--- src/rtl/mem_port_arbiter.sv ---
// Shares one memory port between instruction fetch and load/store.
// Each grant latches a payload, issues one memory command, and routes the response to its owner.
module mem_port_arbiter #(
    parameter int unsigned AW          = 32,
    parameter int unsigned DW          = 32,
    parameter bit          LS_PRIORITY = 1'b0
) (
    input  logic              clk,
    input  logic              reset,
    input  logic              if_req,
    input  logic [AW-1:0]     if_addr,
    output logic              if_gnt,
    output logic              if_rvalid,
    output logic [DW-1:0]     if_rdata,
    input  logic              ls_req,
    input  logic              ls_we,
    input  logic [DW/8-1:0]   ls_be,
    input  logic [AW-1:0]     ls_addr,
    input  logic [DW-1:0]     ls_wdata,
    output logic              ls_gnt,
    output logic              ls_rvalid,
    output logic [DW-1:0]     ls_rdata,
    output logic              mem_req,
    output logic              mem_we,
    output logic [DW/8-1:0]   mem_be,
    output logic [AW-1:0]     mem_addr,
    output logic [DW-1:0]     mem_wdata,
    input  logic              mem_gnt,
    input  logic              mem_rvalid,
    input  logic [DW-1:0]     mem_rdata
);

    localparam int unsigned BW = DW / 8;

    typedef enum logic [1:0] {
        ST_IDLE,
        ST_REQ,
        ST_WAIT
    } state_e;

    state_e state_q, state_d;
    logic   owner_ls_q;
    logic   last_ls_q;
    logic   pick_ls;
    logic   grant;

    // LS wins when alone, when it has priority, or when IF was served last
    always_comb begin
        state_d   = state_q;
        grant     = 1'b0;
        if_gnt    = 1'b0;
        ls_gnt    = 1'b0;
        if_rvalid = 1'b0;
        ls_rvalid = 1'b0;
        pick_ls   = ls_req && (!if_req || LS_PRIORITY || !last_ls_q);
        case (state_q)
            ST_IDLE: begin
                if (reset && (if_req || ls_req)) begin
                    grant   = 1'b1;
                    if_gnt  = !pick_ls;
                    ls_gnt  = pick_ls;
                    state_d = ST_REQ;
                end
            end
            ST_REQ: begin
                if (mem_gnt) begin
                    state_d = ST_WAIT;
                end
            end
            ST_WAIT: begin
                if (mem_rvalid) begin
                    if_rvalid = reset && !owner_ls_q;
                    ls_rvalid = reset && owner_ls_q;
                    state_d   = ST_IDLE;
                end
            end
            default: state_d = ST_IDLE;
        endcase
    end

    assign if_rdata = mem_rdata;
    assign ls_rdata = mem_rdata;

    always_ff @(posedge clk or negedge reset) begin
        if (!reset) begin
            state_q <= ST_IDLE;
        end else begin
            state_q <= state_d;
        end
    end

    // Command payload is captured on grant and held until the next grant
    always_ff @(posedge clk or negedge reset) begin
        if (!reset) begin
            owner_ls_q <= 1'b0;
            last_ls_q  <= 1'b1;
            mem_req    <= 1'b0;
            mem_we     <= 1'b0;
            mem_be     <= '0;
            mem_addr   <= '0;
            mem_wdata  <= '0;
        end else if (grant) begin
            owner_ls_q <= pick_ls;
            last_ls_q  <= pick_ls;
            mem_req    <= 1'b1;
            mem_we     <= pick_ls && ls_we;
            mem_be     <= pick_ls ? ls_be : {BW{1'b1}};
            mem_addr   <= pick_ls ? ls_addr : if_addr;
            mem_wdata  <= pick_ls ? ls_wdata : '0;
        end else if (state_q == ST_REQ && mem_gnt) begin
            mem_req    <= 1'b0;
        end
    end

endmodule

--- config.mk ---
export PLATFORM = sky130hd
export DESIGN_NAME = mem_port_arbiter
export DESIGN_NICKNAME = d
export VERILOG_FILES = /design/src/rtl/mem_port_arbiter.sv
export SDC_FILE = /design/constraint.sdc
export NUM_CORES = 1
export LEC_CHECK = 0
export BUFFER_PORTS_ARGS = -buffer_cell sky130_fd_sc_hd__buf_4
export CAP_MARGIN = 30
export CORE_AREA = 2 2 106 108
export DETAILED_ROUTE_END_ITERATION = 10
export DIE_AREA = 0 0 108 110
export HOLD_SLACK_MARGIN = 0.15
export PLACE_DENSITY = 0.72
export SLEW_MARGIN = 0
export SYNTH_ARGS = -nofsm -noshare
export SYNTH_HDL_FRONTEND = slang
export SYNTH_SLANG_ARGS = --single-unit
--- constraint.sdc ---
create_clock -name clk -period 1.3 [get_ports clk]
set_input_delay 0.13 -clock clk [delete_from_list [all_inputs] [get_ports clk]]
set_output_delay 0.13 -clock clk [all_outputs]
set_load 0.005 [all_outputs]
After elaboration in Yosys (flattened, before gate mapping) --
Index checks and enable logic that the tools add are counted.
Word-level totals: register bits after elaboration 74, input port bits 139, word-level logic and storage cells 47
Cells by class: eq/ne operators 5, muxes and demuxes 19, reductions and logical operators 15
Operators with widths (count):
- 32-bit 2-to-1 mux | 2
- 1-bit 2-to-1 mux | 12
- 1-bit logical AND | 6
- 2-bit 2-to-1 mux | 3
- 2-bit != test (second input constant) | 3
- 2-bit case mux with 3 select lines | 1
- 1-bit zero test | 4
- 4-bit 2-to-1 mux | 1
- 3-bit AND reduction | 1
- 2-bit by 1-bit equality test with 1-bit output (second input constant) | 1
- 2-bit equality test (second input constant) | 1
- 2-bit zero test | 1
- 1-bit logical OR | 2
- 2-bit nonzero test | 1

Longest topological paths before layout --
word-level depth 6, gate-level depth with buffers 7, gate-level depth less buffers 4

Worst setup path before layout --
No wires, ideal clock.
path kind flip-flop to flip-flop, from register last_ls_q, to register mem_addr[18], library setup time 0.126 ns, data arrival time 1.294 ns, data required time 1.174 ns, setup slack -0.120 ns, stages on the path, launching flop included 7, period minus slack after synthesis 1.420 ns, path through dfstp_2 > nand2_1 > nand3_2 > inv_2 > buf_6 > buf_6 > a221o_1
Between the ends: word-level cells in the longest chain between the ends 4
RTL lines:
- from (decl) | RTL line 43 | logic last_ls_q;
- from (signal assigned) | RTL line 104 | last_ls_q <= pick_ls;
- 1-bit zero test | RTL line 55 | pick_ls = ls_req && (!if_req || LS_PRIORITY || !last_ls_q);
- 1-bit logical OR | RTL line 55
- 1-bit logical AND | RTL line 55
- 32-bit 2-to-1 mux | RTL line 108 | mem_addr <= pick_ls ? ls_addr : if_addr;
- to (signal assigned) | RTL line 108
- to (decl) | RTL line 26 | output logic [AW-1:0] mem_addr,
Every way passes these cells. A chain may end at the register's enable or synchronous reset.

Worst setup path in the final report --
from register state_q[1], to register mem_addr[5]
Between the ends: word-level cells in the longest chain between the ends 2
RTL lines:
- from (decl) | RTL line 41 | state_e state_q, state_d;
- from (signal assigned) | RTL line 88 | state_q <= state_d;
- 2-bit zero test | RTL line 56 | case (state_q)
- 1-bit 2-to-1 mux | RTL line 56
Every way passes these cells.

==> out/metrics.json <==
{
  "floorplan.die_area": {"value": 11900, "unit": "um2"},
  "failed_checks": {"value": "setup timing"},
  "number_of_global_route_vias_before_repair": {"value": 3332},
  "routed-wl-met2": {"value": 6300, "unit": "um"},
  "port-buffer-count": {"value": 180},
  "syn2layout_area_growth": {"value": 69.9, "unit": "%"},
  "synthDominantCellAreaShare": {"value": 0.512},
  "cts.sink_count": {"value": 74},
  "finish.cell_count_without_fillers": {"value": 684},
  "htreeDepth": {"value": 3},
  "post-dp-hpwl": {"value": 7730, "unit": "um"},
  "max_vdd_drop": {"value": 0.000665, "unit": "V"},
  "max-cap-violations": {"value": 0},
  "grt_max_degree": {"value": 39},
  "drt-met1-wl": {"value": 4840, "unit": "um"},
  "route.detailed.vias_per_inst": {"value": 5.02},
  "ant_nets": {"value": 0},
  "die_width": {"value": 108, "unit": "um"},
  "routed-wl-met3": {"value": 1060, "unit": "um"},
  "drt-wirelength-per-cell": {"value": 18.4, "unit": "um"},
  "gr-usage-all-layers": {"value": 0.191},
  "most_common_cell_after_layout_fill_and_taps_aside": {"value": "buf_4"},
  "timing.setup.tns": {"value": -18460, "unit": "ps"},
  "critical_path_arrival": {"value": 1840, "unit": "ps"},
  "cts_inserted_buffers": {"value": 9},
  "design_power_total": {"value": 10.5, "unit": "mW"},
  "dr_total_vias": {"value": 3431},
  "synth.net_count": {"value": 461},
  "result_of_the_run": {"value": "finished with violations"},
  "power.static_leakage": {"value": 2.94, "unit": "nW"},
  "worst_slew_pin_slew": {"value": 523, "unit": "ps"},
  "layout_common_cells": {"value": "buf_4 (194), dlygate4sd3_1 (76), dfrtp_1 (73)"},
  "first_iter_violations": {"value": 264},
  "endpoint_kind": {"value": "flop"},
  "remaining_drc_errors": {"value": 0},
  "dr.max_layer_used": {"value": "met4"},
  "critPathMaxStageDelay": {"value": 420, "unit": "ps"},
  "synth.avg_cell_area": {"value": 11.1, "unit": "um2"},
  "ys_warns": {"value": 0},
  "routed_wl": {"value": 12600, "unit": "um"},
  "fp-row-count": {"value": 38},
  "timing.critical_path.cells": {"value": "nor3b_2, buf_4, buf_4, o21ai_4, buf_12, a221o_1"},
  "timing.final.crit_period": {"value": 1620, "unit": "ps"},
  "root_buffer": {"value": "clkbuf_8"},
  "ctsLongestPathBuffers": {"value": 2},
  "worst-path-buf-inv": {"value": 3},
  "cts_tree": {"value": "built"},
  "rsz0062_at_grt": {"value": "yes"},
  "crit_top_cell": {"value": "buf_4"},
  "hold_path.class": {"value": "in2reg"},
  "share_of_the_clock_period_used_by_the_worst_path": {"value": 1.25},
  "reg2reg_from": {"value": "state_q[1]"},
  "worst_clock_skew_on_the_final_layout": {"value": 13.1, "unit": "ps"},
  "grt_antenna_before_repair": {"value": 0},
  "clk_latency": {"value": 350, "unit": "ps"},
  "min_from": {"value": "if_addr[0]"},
  "max-slew-margin-rel": {"value": 0.650},
  "power_density": {"value": 1740, "unit": "nW/um2"},
  "initial_utilization": {"value": 0.334},
  "routabilityCongestion": {"value": 0.746},
  "floorplan.die.height": {"value": 110, "unit": "um"},
  "synth_cells": {"value": 322},
  "global_route_wire_length_before_repair": {"value": 17300, "unit": "um"},
  "final-hold-violation-count": {"value": 0},
  "ys_ff_latch": {"value": 74},
  "critical_path.top_delay_family": {"value": "buffers and inverters"},
  "antenna_cells": {"value": 0},
  "final_net_count": {"value": 678},
  "synth_area_leaders": {"value": "dfrtp_1 (51%), buf_4 (14%), a221o_1 (9.0%), a22o_1 (8.1%), nor3_1 (4.5%)"},
  "fraction_of_layout_cells_with_a_size_suffix_above_1": {"value": 0.485},
  "synthDistinctLibCells": {"value": 25},
  "whs": {"value": 149, "unit": "ps"},
  "design.core.area": {"value": 10700, "unit": "um2"},
  "type_of_the_worst_setup_path": {"value": "reg2reg"},
  "grt_overflow": {"value": 0},
  "fmax": {"value": 617, "unit": "MHz"},
  "setup_viol_count_final": {"value": 77},
  "drt_first_pass_iters": {"value": 4},
  "post-synth-top-area-cell": {"value": "dfrtp_1"},
  "netlist_area": {"value": 3570, "unit": "um2"},
  "worst_setup_hold_path_clk_slew": {"value": 90, "unit": "ps"},
  "critical_path_required": {"value": 1520, "unit": "ps"},
  "cp_max_fo": {"value": 16},
  "crit_path_start": {"value": "state_q[1]"},
  "layout_setup_ws": {"value": -320, "unit": "ps"},
  "ios": {"value": 277},
  "startpoint_type": {"value": "flop"},
  "timing.critical_path.slowest_stage_cell": {"value": "dfrtp_1"},
  "synth_sequential_area_ratio": {"value": 0.519},
  "number_of_placed_instances_taps_included": {"value": 574},
  "final_max_slew_viol_count": {"value": 0}
}
[cells by family (layout without fill, tap and decap cells)]
group / after synthesis / in the layout / synth area share
AO/OA/AOI/OAI: 73 / 73 / 0.187
AND/OR/NAND/NOR: 82 / 82 / 0.108
flip-flops: 74 / 74 / 0.519
buffers and inverters: 93 / 315 / 0.186
[Yosys cell counts (all sizes together)]
cell type   n
o21a        1
o21ai       2
nor3       32
clkbuf      4
nand2      37
inv         3
nor2b       1
a21oi       1
o22a        4
nand3       1
buf        86
nand3b      2
or3b        1
a221o      32
nor3b       1
nand2b      1
a22o       33
dfstp       1
nand4b      1
nor2        5
dfrtp      73
[worst paths after layout]
kind | to | slack, ps | depth (start not counted)
setup / recovery | mem_addr[5] | -320 | 6
hold / removal | mem_addr[0] | 150 | 4
setup reg to reg | mem_addr[5] | -320 | 6
hold reg to reg | mem_req | 490 | 2
max in group asynchronous | mem_wdata[4] | 410 | 4
min in group asynchronous | state_q[1] | 330 | 4
[layout make-up]
type | instances | area [um2]
clock buffer | 9 | 124
multi-input combinational | 155 | 1180
fill | 849 | 4630
inverter | 3 | 13.8
timing repair buffer | 296 | 2670
tap | 140 | 175
clock inverter | 7 | 46.3
sequential | 74 | 1850
[worst min-delay path, stage by stage]
cell and delay [ps]:
buf_4 70, nand2_1 50, nor3_2 100, a221o_1 120
[state kept, by name (all words and copies together), names as in the netlist]
signal      count
last_ls_q       1
mem_be          4
mem_we          1
owner_ls_q      1
mem_wdata      32
state_q         2
mem_req         1
mem_addr       32
[timing repair]
| action | 4_1_cts | 5_1_grt |
|---|---|---|
| hold buffers | 76 | 0 |
| cloned | 1 | 4 |
| setup endpoints to repair | 75 | 75 |
| resized for setup | 29 | 20 |
| pin swaps | 7 | 3 |
| buffers inserted | 8 | 5 |
| hold endpoints to repair | 108 | 0 |
[report_power, final]
part           switching, mW  internal (mW)  total, mW
Clock                  0.879          0.685       1.56
Sequential             0.699           3.35       4.05
Combinational           1.83           3.09       4.91
[routing by layer]
metal,vias to the layer above,track usage
li1,1537,-
met1,1648,0.220
met2,213,0.335
met3,33,0.0564
met4,0,0.0806
met5,-,0
[per-stage QoR]
step | area [um2] | utilization | worst slack, ps
after global routing | 6070 | 0.567 | -375
after detailed placement | 4700 | 0.439 | -198
after CTS | 5820 | 0.544 | -304
final | 6070 | 0.567 | -320
after global placement | 4700 | 0.439 | -128
after floorplan | 3600 | - | -95.3
Note: power is estimated with default switching activity, not from simulation.
